===== src/rtl/rr_arbiter4.sv =====
// rr_arbiter4 - four-way round-robin arbiter for a shared resource.
//
// The winner's 2-bit index is registered and decoded into a one-hot grant.
// An owner keeps the grant while its request stays high. When other
// requesters are waiting, the owner is rotated out after MAX_HOLD
// consecutive cycles.
//
// Ports:
//   clock    in   1  system clock, rising edge
//   reset_   in   1  asynchronous active-low reset
//   req      in   4  level-sensitive request lines
//   gnt      out  4  one-hot grant, all zero when idle
//   gnt_idx  out  2  encoded owner index, meaningful only while busy
//   busy     out  1  a requester currently holds the grant
//   preempt  out  1  one-cycle pulse in the cycle after a hold-limit rotation
//
// state | meaning
// ------+---------------------------------------------
// IDLE  | no owner; the next request wins after one edge
// GRANT | gnt_idx owns the resource; busy=1

module rr_arbiter4 #(
    parameter int MAX_HOLD = 8,
    parameter int CNT_W    = 3
) (
    input  logic       clock,
    input  logic       reset_,
    input  logic [3:0] req,
    output logic [3:0] gnt,
    output logic [1:0] gnt_idx,
    output logic       busy,
    output logic       preempt
);

    typedef enum logic {IDLE, GRANT} state_t;

    localparam logic [CNT_W-1:0] HOLD_LAST = CNT_W'(MAX_HOLD - 1);

    state_t           r_state, w_state_nxt;
    logic [1:0]       r_idx, w_idx_nxt;
    logic [1:0]       r_ptr, w_ptr_nxt;
    logic [CNT_W-1:0] r_cnt, w_cnt_nxt;
    logic             r_preempt, w_preempt_nxt;
    logic [3:0]       w_owner_oh;
    logic [3:0]       w_others;
    logic [1:0]       w_idx_inc;

    // First requester found when searching upward from start, wrapping at 3.
    // The loop runs from the farthest offset to the nearest, so the nearest
    // match is the one that is kept.
    function automatic logic [1:0] pick(input logic [3:0] r, input logic [1:0] start);
        logic [1:0] c;
        pick = start;
        for (int k = 3; k >= 0; k--) begin
            c = start + 2'(k);
            if (r[c]) pick = c;
        end
    endfunction

    assign w_owner_oh = 4'b0001 << r_idx;
    assign w_others   = req & ~w_owner_oh;
    assign w_idx_inc  = r_idx + 2'd1;

    always_comb begin
        w_state_nxt   = r_state;
        w_idx_nxt     = r_idx;
        w_ptr_nxt     = r_ptr;
        w_cnt_nxt     = r_cnt;
        w_preempt_nxt = 1'b0;
        case (r_state)
            IDLE: begin
                if (|req) begin
                    w_state_nxt = GRANT;
                    w_idx_nxt   = pick(req, r_ptr);
                    w_cnt_nxt   = '0;
                end
            end
            GRANT: begin
                if (!req[r_idx]) begin
                    w_ptr_nxt = w_idx_inc;
                    w_cnt_nxt = '0;
                    if (|w_others) begin
                        w_idx_nxt = pick(w_others, w_idx_inc);
                    end else begin
                        w_state_nxt = IDLE;
                    end
                end else if (r_cnt == HOLD_LAST && |w_others) begin
                    // The owner is masked out of the search, so it cannot
                    // win its own rotation.
                    w_idx_nxt     = pick(w_others, w_idx_inc);
                    w_ptr_nxt     = w_idx_inc;
                    w_cnt_nxt     = '0;
                    w_preempt_nxt = 1'b1;
                end else if (r_cnt != HOLD_LAST) begin
                    w_cnt_nxt = r_cnt + 1'b1;
                end
            end
            default: w_state_nxt = IDLE;
        endcase
    end

    always_ff @(posedge clock or negedge reset_) begin
        if (!reset_) begin
            r_state   <= IDLE;
            r_idx     <= 2'd0;
            r_ptr     <= 2'd0;
            r_cnt     <= '0;
            r_preempt <= 1'b0;
        end else begin
            r_state   <= w_state_nxt;
            r_idx     <= w_idx_nxt;
            r_ptr     <= w_ptr_nxt;
            r_cnt     <= w_cnt_nxt;
            r_preempt <= w_preempt_nxt;
        end
    end

    // Every output is derived only from flops, so there is no combinational
    // path from req to the grant.
    assign busy    = (r_state == GRANT);
    assign gnt_idx = r_idx;
    assign preempt = r_preempt;
    assign gnt[3]  = busy &  r_idx[1] &  r_idx[0];
    assign gnt[2]  = busy &  r_idx[1] & ~r_idx[0];
    assign gnt[1]  = busy & ~r_idx[1] &  r_idx[0];
    assign gnt[0]  = busy & ~r_idx[1] & ~r_idx[0];

endmodule


===== config.mk =====
export PLATFORM = sky130hd
export DESIGN_NAME = rr_arbiter4
export DESIGN_NICKNAME = d
export VERILOG_FILES = /design/src/rtl/rr_arbiter4.sv
export SDC_FILE = /design/constraint.sdc
export NUM_CORES = 1
export LEC_CHECK = 0
export ABC_CLOCK_PERIOD_IN_PS = 2320
export CORE_ASPECT_RATIO = 0.8
export CORE_MARGIN = 4
export CORE_UTILIZATION = 40
export DETAILED_ROUTE_END_ITERATION = 6
export PLACE_DENSITY = 0.66
export SLEW_MARGIN = 20
export SYNTH_ARGS = -nofsm -noshare
export SYNTH_HDL_FRONTEND = slang
export SYNTH_SLANG_ARGS = --single-unit
export TNS_END_PERCENT = 1

===== constraint.sdc =====
create_clock -name clock -period 2.32 [get_ports clock]
set_input_delay 0.348 -clock clock [delete_from_list [all_inputs] [get_ports clock]]
set_output_delay 0.348 -clock clock [all_outputs]
set_load 0.02 [all_outputs]

Yosys cells after proc, flatten, opt, wreduce, memory -nomap -nowiden
Index checks and enable logic that the tools add are counted.

$add $sub $neg: 8. $mul: 0. Div/mod/pow operators: 0. $lt $le $gt $ge: 9. Equality and inequality tests: 7. Shift-type cells: 1. Multiplexer cells: 45. Bitwise logic cells: 11. Reductions and logical operators: 6.

Operators with widths (number): $mux 2 (14); $lt 2x3->1 const B (9); $bmux 1 s2 (9); $mux 1 (15); $mux 3 (4); $add 2x2->2 const B (4); $reduce_or 4->1 (2); $add 2x1->2 const B (3); $and 1x1->1 (6); $pmux 3 s2 (1); $and 4x4->4 (1); $ne 4x2->1 const B (1); $not 4->4 (1); $pmux 2 s2 (1); $reduce_and 2->1 (2); $shl 1x2->4 const A (1); $add 3x1->3 const B (1); $eq 3x3->1 const B (1); $ne 3x1->1 const B (1); $ne 3x2->1 const B (1); $ne 3x3->1 const B (1); $not 1->1 (3); $reduce_and 3->1 (1); $ne 2x1->1 const B (1); 3 further kinds (3).

Flip-flop bits (word level): 9. Bits in latches: 0. RAM bits: 0. ROM bits: 0. Bits of input ports: 6. Output and inout port bits: 8. Logic and storage cells: 92. Memories kept: 0.

Longest topological paths before layout
Depth after elaboration: 12. Mapped depth: 9.

Worst setup path before layout
No wires, ideal clock.

Kind: register -> register. Start: register r_idx[0] (netlist: gnt_idx[0]). End: register r_cnt[1]. Data arrival time: 2.098 ns. Setup slack: 0.101 ns. Cell stages (with the launch flop): 9. Buffers on the path: 1. Period minus slack after synthesis: 2.219 ns. Cells stage by stage: dfrtp_1 > buf_4 > inv_1 > ha_1 > and2b_2 > or4_4 > nor2_1 > nor2_1 > a22o_1.

Longest elaborated chain between the ends: 8.

Ends and longest elaborated chain: from (decl) (line 40) `logic [1:0] r_idx, w_idx_nxt;`; from (signal assigned) (line 111) `r_idx <= w_idx_nxt;`; $shl 1x2->4 (line 60) `assign w_owner_oh = 4'b0001 << r_idx;`; $not 4->4 (line 61) `assign w_others = req & ~w_owner_oh;`; $and 4x4->4 (line 61); $reduce_or 4->1 (line 87) `end else if (r_cnt == HOLD_LAST && |w_others) begin`; $logic_and 1x1->1 (line 87); $mux 3 (line 87); $mux 3 (line 79) `if (!req[r_idx]) begin`; $pmux 3 s2 (line 70) `case (r_state)`; to (signal assigned) (line 113) `r_cnt <= w_cnt_nxt;`; to (decl) (line 42) `logic [CNT_W-1:0] r_cnt, w_cnt_nxt;`.

Several ways; a longest one is shown, not always the timed one. The select of a mux whose other input is x is not followed. A chain may end at the register's enable or synchronous reset.

Worst setup path after layout
Start: register r_idx[0] (netlist: gnt_idx[0]). End: output port gnt[1].

Longest elaborated chain between the ends: 1.

Ends and longest elaborated chain: $and 1x1->1 (line 125) `assign gnt[1] = busy & ~r_idx[1] & r_idx[0];`; to (decl) (line 29) `output logic [3:0] gnt,`.

No other way between the ends.

==> flow_summary.toml <==
[drt]
drt_drc_violations_left = 0
detail_route.iter0.violations = 33
wirelength_mm = 2.09
avgViaCountPerCell = 5.57
dr.pass1.iters = 4
wl_per_cell_um = 15.0
num_vias = 780
drtAntennaViolNets = 0

[synthesis]
yosys-top-cells-area = "dfrtp_1 (27%), ha_1 (8.9%), mux2i_1 (4.7%), nand2_1 (4.0%), nor2_1 (4.0%)"
largest_area_contributor_in_the_synthesized_netlist = "dfrtp_1"
synth_seq_cells = 9
postSynthNetCount = 108
synth_cells = 96
synth_edf_count = 0
ys_seq_area_frac = 0.267
mappedNetlistArea_um2 = 845
synth.yosys.warnings = 0
post_synth.cell_area_avg_um2 = 8.80
synth.top_cells.by_count = "dfrtp_1 (9), nand2_1 (9), nor2_1 (9), inv_1 (7), ha_1 (6)"
top_ff_cell_synth = "dfrtp_1"
share_of_yosys_cell_area_claimed_by_the_top_area_cell_type = 0.267
number_of_distinct_library_cells_after_synthesis = 39
synth_async_sr_flop_share = 1.00

[sta]
finClkSkew_ns = 0.00312
hold_viol_final = 0
period_minus_slack_ns = 2.12
worst_slew_margin_rel = 0.739
timing_worst_slew_pin_value_ns = 0.391
max_freq_mhz = 471
unrepaired_setup_endpoints_after_global_routing = "false"
setup_viol_count_final = 0
slew_violations = 0
setup_tns_ns = 0
period_share = 0.915

[clock_tree]
numClockSinks = 9
numCtsBuffers = 3
ctsLongestPathBuffers = 2
tritoncts = "done"
post_cts_resized = 0
postCtsSetupBuffers = 0
clock_insertion_delay_at_the_later_pin_of_the_skew_report_ns = 0.26
cts_root_buffer = "clkbuf_4"
cts_hold_buf = 0
clock_pin_transition_on_the_worst_setup_and_hold_timing_paths_ns = 0.06
cts_htree_levels = 1

[power]
ir_worst_vdd_mv = 0.799
power_leakage_uw = 0.000466
power_frac_seq = 0.216
internal_pwr_total_uw = 714
power_switching_uw = 649
combinationalPowerShare = 0.693
share_clk_of_total_power = 0.091
cellPowerDensity_mw_per_mm2 = 1290
p_sw_frac = 0.476

[place]
gp_congestion = 0.842
post-place-cells = 136
input_output_buffers = 13
dp_hpwl_mm = 1.61

[setup_path]
critPathMaxFanout = 6
critical_path_type = "register to output pin"
reg2reg_setup_slack_ns = 0.27
startpoint_type_of_the_worst_setup_path = "register"
crit_path_cell_trace = "inv_1 -> buf_4 -> nor3_1 -> clkdlybuf4s50_1"
worst_path_largest_cell_delay_ns = 0.63
critical_path_buf_inv_count = 3
critical_path_required_ns = 1.97
reg2reg_from = "gnt_idx[1]"
critical-path-top-delay-family = "buffers and inverters"
cpMaxStageDelayCell = "clkdlybuf4s50_1"
reg2reg_depth = 6
critPathArrivalTime_ns = 1.77
critPathCaptureType = "output pin"
reg2reg_end = "r_cnt[1]"

[floorplanning]
floorplan.rows = 14
die_area_mm2 = 0.00292
core_area_mm2 = 0.00194
die_height_um = 49.1
floorplan.initialDensity = 0.434
floorplan.die.width_um = 59.4
ios = 14

[job]
max_cap_violation_count = 0

[global_route]
grt_first_pass_wirelength_mm = 3.61
grt_overflow = 0
grt_antenna_before_repair = 0
globalRouteTotalUtil = 0.163
maximum_number_of_pins_on_one_net_before_global_route_repair = 11
via_count_of_the_first_global_routing_pass = 752

[hold_path]
min-delay-path-class = "input pin to asynchronous set/reset pin"

[finish]
final_cell_count_no_fill = 140
finalNetCount = 129
finalCoreUtilization = 0.544
insertedDiodeCount = 0
areaGrowthSynthToFinish_pct = 25.2
final_layout_size_suffix_gt1_frac = 0.164

[outcome]
run_status = "finished clean"
sequential cells by signal, summed over array words and instances, names as in the netlist:
| signal | flops |
|---|---|
| r_cnt | 3 |
| gnt_idx | 2 |
| r_ptr | 2 |
| busy | 1 |
| preempt | 1 |
placed cells by master (no fill, tap or decap), drive strengths merged, types with 2 or more instances in the layout:
master	instances
clkdlybuf4s50	13
nand2	10
nor2	9
dfrtp	9
inv	7
buf	7
ha	6
o21ai	6
o31ai	5
nor3	4
mux2i	4
nor2b	4
clkbuf	4
a21oi	3
a22o	3
o21a	2
nand2b	2
power by group through the flow:
stage / Combinational (µW) / Clock (µW) / Sequential, µW
after floorplan: 625 / 0 / 312
after global placement: 935 / 0 / 292
after detailed placement: 941 / 0 / 297
after CTS: 950 / 129 / 294
after global routing: 1040 / 139 / 304
final: 945 / 124 / 294
area by class of cell:
cell class | count | area [µm²]
Clock buffer | 4 | 26.3
Fill cell | 190 | 887
Inverter | 7 | 26.3
Multi-Input combinational cell | 76 | 567
Sequential cell | 9 | 225
Tap cell | 24 | 30.0
Timing Repair Buffer | 20 | 183
per-layer routing:
| layer | vias up | GRT usage | part of all wire |
|---|---|---|---|
| met2 | 26 | 0.231 | 0.45 |
| li1 | 387 | - | - |
| met4 | 0 | 0.0340 | 0.0072 |
| met1 | 365 | 0.244 | 0.47 |
| met5 | - | 0 | 0 |
| met3 | 2 | 0.0397 | 0.073 |
stage by stage:
stage                     hold slack (ns)  power [µW]  cell area (µm²)  setup WS, ns
after CTS                           0.378        1370             1060         0.200
after detailed placement            0.485        1240             1030         0.175
after global placement              0.479        1230             1030         0.186
after global routing                0.402        1490             1060         0.110
after floorplan                    0.0524         937              845         0.101
final                               0.370        1360             1060         0.198
cell families after synthesis:
kind of cell | Yosys count | share of synthesized area
simple gates | 35 | 0.231
compound gates | 30 | 0.277
buf+inv | 11 | 0.0622
flops | 9 | 0.267
fa+ha+maj | 6 | 0.0889
mux | 5 | 0.0741
worst max-delay path by stage:
| stage | depth (start not counted) | from | slack (ns) | to |
|---|---|---|---|---|
| detailed placement | 6 | req[0] | 0.17 | gnt_idx[0] |
| global route | 4 | gnt_idx[0] | 0.11 | gnt[1] |
| floorplan | 8 | gnt_idx[0] | 0.10 | r_cnt[1] |
| global placement | 6 | req[2] | 0.19 | gnt_idx[0] |
| CTS | 4 | gnt_idx[0] | 0.20 | gnt[1] |
| finish | 4 | gnt_idx[0] | 0.20 | gnt[1] |
Note: power is estimated with default switching activity, not from simulation.
==> RTL change 1, RTL diff (config.mk and constraints unchanged) <==
`CNT_W`: 3 -> 5.
--- a/src/rtl/rr_arbiter4.sv
+++ b/src/rtl/rr_arbiter4.sv
@@ -21,7 +21,7 @@
 
 module rr_arbiter4 #(
     parameter int MAX_HOLD = 8,
-    parameter int CNT_W    = 3
+    parameter int CNT_W    = 5
 ) (
     input  logic       clock,
     input  logic       reset_,
Formal check against the unedited RTL: no difference found for any inputs over 10 cycles, from zero or initial values and one cycle with reset_ low; that may be too few to reach the edited logic, so the function may still have changed.
==> RTL change 1 against the original RTL <==
  * Sequential cell count increased by 2
  * Critical path depth increased by 2
  * Area after synthesis increased by 8.7%
  * Highest routed layer is now met3
  * Clock power increased by 6%
  * Setup slack got worse by 0.0064 ns
  * Wire length increased by 11%
  * Power increased by 8.3%
  * Final cell count increased by 8.6%
  * Via count increased by 15%
  * Final area increased by 10%
  * Clock skew increased by 0.0010 ns
  * Die area increased by 7.4%
==> RTL change 1: results (changes against the original RTL) <==
| Metric | Value |
|---|---|
| WP data arrival | 2.29 ns (+0.52 ns) |
| Adder-Cell Fraction of Synth Area | 6.81% (-2.1 points) |
| Leakage | 0.508 nW (+8.9%) |
| Placed Instance Area | 1140 um^2 (+10%) |
| Layout cell share with drive strength beyond 1 | 22.0% (+5.7 points) |
| Final cell count without fillers | 152 (+8.6%) |
| Synth Area in Compound Gates | 22.3% (-5.4 points) |
| Number of global-route vias before repair | 838 (+11%) |
| CP delay by family, top | simple AND/OR/NAND/NOR gates |
| Power Clock | 131 uW (+6%) |
| Largest net degree at the start of global routing | 12 (+1) |
| Seq. pwr | 326 uW (+11%) |
| Status | finished, final reports clean |
| Drt wl/cell | 15.3 um (+2.3%) |
| Multiplexer share of the synthesized area | 5.99% (-1.4 points) |
| Seq/Total Area, Yosys | 30.0% (+3.3 points) |
| Sw Pwr | 672 uW (+3.5%) |
| CP Max Fanout | 4 (-2) |
| Final Skew | 0.00416 ns (+0.00104 ns) |
| FILL cells | 205 (+7.9%) |
| Iter 0 DRT Violations | 41 (+24%) |
| Dpl ws | -0.0198 ns (-0.195 ns) |
| Tot GR Track Use | 16.5% (+0.21 points) |
| Peak VDD IR | 690 uV (-14%) |
| Post-synthesis net count | 113 (+4.6%) |
| Most frequent cells after synthesis | dfrtp_1 (11), inv_1 (7), nand2_1 (7) |
| Clock Power Share | 8.9% (-0.2 points) |
| 1st-pass router iterations | 5 (+1) |
==> RTL change 1: cell count changes after synthesis, moves of 2 or more <==
cell	delta
nand2_1	-2
and3_1	+2
a211oi_1	+4
nor4_1	+4
clkbuf_1	-2
o21ai_1	+2
nor2_1	-4
o31ai_1	-2
a22o_1	-3
o21a_1	-2
mux2i_1	-3
dfrtp_1	+2
nand3_1	+3
==> RTL change 1: path summary, 6_finish.rpt <==
path,startpoint,endpoint,slack [ns],cells past startpoint
min in group clock,r_cnt[4],r_cnt[4],0.50,1
hold / removal,reset_,r_cnt[1],0.41,1
setup / recovery,gnt_idx[1],gnt_idx[1],0.19,6
max in group asynchronous,reset_,gnt_idx[0],1.54,1
setup reg to reg,gnt_idx[1],gnt_idx[1],0.19,6
hold reg to reg,r_cnt[4],r_cnt[4],0.50,1
==> RTL change 1: routing by layer <==
metal | share of wire (%) | track usage [%] | vias up | routed length (um)
met5 | 0 | 0 | - | 0
met4 | 0 | 1.06 | 0 | 0
met3 | 7.7 | 5.05 | 0 | 178
met2 | 44 | 23.5 | 33 | 1020
met1 | 48 | 25.2 | 426 | 1130
li1 | - | - | 437 | -
==> RTL change 1: area by class of cell <==
cell class / count / area share [%]
Multi-Input combinational cell: 81 / 50.7
Sequential cell: 11 / 23.7
Timing Repair Buffer: 24 / 18.3
Tap cell: 25 / 2.69
Inverter: 7 / 2.26
Clock buffer: 3 / 1.93
Clock inverter: 1 / 0.430
==> RTL change 1: kinds of logic after synthesis <==
logic type                 after synthesis
muxes                                    4
adders and majority gates                5
buffers and inverters                   10
AOI/OAI and AO/OA                       29
DFF                                     11
and+or+nand+nor                         43
==> RTL change 2, RTL diff (config.mk and constraints unchanged) <==
Made on the original files. Reset style: synchronous (`reset_`), changed in one clocked block. Comments in the files are not updated.
--- a/src/rtl/rr_arbiter4.sv
+++ b/src/rtl/rr_arbiter4.sv
@@ -99,7 +99,7 @@
         endcase
     end
 
-    always_ff @(posedge clock or negedge reset_) begin
+    always_ff @(posedge clock) begin
         if (!reset_) begin
             r_state   <= IDLE;
             r_idx     <= 2'd0;
Function: differs if reset_ is asserted again (counterexample within 4 cycles, from zero or initial values and one cycle with reset_ low); with reset_ held inactive, the same outputs for 10 cycles.
==> RTL change 2 against the original RTL <==
  * Global-route usage is 1.7 points lower
  * Area after synthesis increased by 1.2%
  * Final area decreased by 3.0%
  * Setup slack got worse by 0.049 ns
  * Sequential cell count stayed put
  * Count of clock-buffer cells in the layout is the same
  * Wire length fell by 5.7%
  * Utilization decreased by 2.1 points
Power is not compared: it rests on default switching activity, and its combinational part moved more than twofold at a synthesized area within 25%.
==> RTL change 2: results (changes against the original RTL) <==
| Metric | Value |
|---|---|
| Leakage | 0.409 nW |
| Via count | 840 (+7.7%) |
| Mapped Avg Cell Area | 7.99 um^2 (-9.2%) |
| Setup slack, reg-to-reg | 0.23 ns (-0.04 ns) |
| Top routing layer in use | met4 |
| Initial antenna violation count | 0 (unchanged) |
| Dpl ws | 0.0843 ns (-0.0904 ns) |
| HP Class | flop to flop |
| Layout cell share with drive strength beyond 1 | 13.0% (-3.4 points) |
| Peak VDD IR | 396 uV |
| Hold WS | 0.461 ns (+0.0910 ns) |
| GPL Wtd Cong | 0.832 (-1.2%) |
| Most frequent cells after synthesis | nand2_1 (10), nor2_1 (10), dfxtp_1 (9) |
| DP HPWL | 1530 um (-5.2%) |
| Crit path launch type | flop |
| Diode count | 0 (unchanged) |
| Max clock buf depth | 2 (unchanged) |
| WP data arrival | 1.82 ns (+0.05 ns) |
| Warnings from Yosys | 0 (unchanged) |
| Clock transition at path regs | 0.06 ns (about the same) |
| Routed Wire Length | 1970 um (-5.7%) |
| Post-synth cell types | 38 (-2.6%) |
| Final Skew | 0.000593 ns (-0.00252 ns) |
| Cell total after placement | 143 (+5.1%) |
| Ys async rst share | 0% (-100 points) |
| Status | finished, final reports clean |
| Iter 0 DRT Violations | 43 (+30%) |
| DR WL met2 | 868 um (-8.1%) |
| Hold Path Stages | 2 |
| 1st-pass router iterations | 6 (+2) |
| PostCTS Resize Cnt | 0 (unchanged) |
| Wire length on met3 | 164 um (+7.2%) |
| Relative slew margins | 69.6% (-4.2 points) |
| R2R cell count | 7 (+1) |
| Number of global-route vias before repair | 723 (-3.9%) |
| Seq/Total Area, Yosys | 21.1% (-5.6 points) |
| CP Launch Point | busy |
| First-pass GRT wire length | 3370 um (-6.7%) |
| Synth area leaders | dfxtp_1 (21%), ha_1 (8.8%), mux2i_1 (5.9%) |
| Largest net degree at the start of global routing | 19 (+8) |
| H-tree depth | 1 (unchanged) |
| Final cell count without fillers | 147 (+5.0%) |
| CP Max Fanout | 13 (+7) |
| Max FFs per register | 3 (unchanged) |
| Clock Tree Root | clkbuf_4 |
| CTS buffer count | 3 (unchanged) |
| Post-synthesis net count | 119 (+10%) |
| Biggest register | r_cnt |
| Tot GR Track Use | 14.6% (-1.7 points) |
| Reg2reg start | gnt_idx[1] |
| Final worst slack | 0.149 ns (-0.0492 ns) |
| Met1 WL | 934 um (-4.5%) |
| Min-delay src | r_cnt[1] |
RTL change 2: area by class of cell:
class,instances,area (um^2)
multi-input combinational,85,599
fill,191,936
clock buffer,4,26.3
inverter,8,30.0
tap,24,30.0
timing repair buffer,17,160
sequential,9,180
RTL change 2: logic make-up (layout without fill, tap and decap cells):
logic type               after synthesis  after routing  share of synthesized area (%)
buffers and inverters                 13             29                           8.78
flip-flops                             9              9                           21.1
adder cells (fa/ha/maj)                6              6                           8.78
AO/OA/AOI/OAI                         28             28                           26.2
AND/OR/NAND/NOR                       46             46                           29.3
multiplexers                           5              5                           5.86
RTL change 2: critical path, cell delays in order (launching register included):
cell	delay (ns)
dfxtp_1	0.60
nand2_1	0.22
nor2_1	0.14
clkdlybuf4s50_1	0.61
RTL change 2: power by group through the flow:
stage,clock [mW],sequential (mW),combinational (mW)
floorplan,0,0.206,0.255
global placement,0,0.197,0.360
detailed placement,0,0.198,0.364
CTS,0.120,0.194,0.367
global route,0.132,0.198,0.405
finish,0.116,0.194,0.367
RTL change 2: per-layer routing:
layer | GRT usage, % | up-vias
li1 | - | 423
met1 | 21.1 | 378
met2 | 20.9 | 37
met3 | 4.76 | 2
met4 | 2.58 | 0
met5 | 0 | -
RTL change 2: final timing paths:
check                    end
hold / removal      r_cnt[1]
setup / recovery      gnt[1]
setup reg to reg  gnt_idx[1]
hold reg to reg     r_cnt[1]
RTL change 2: per-stage QoR:
step	utilization (%)	total power, mW	area [um^2]
floorplan	-	0.461	855
finish	52.3	0.678	1030
global placement	51.0	0.557	1000
global route	52.3	0.735	1030
detailed placement	51.0	0.562	1000
CTS	52.3	0.682	1030
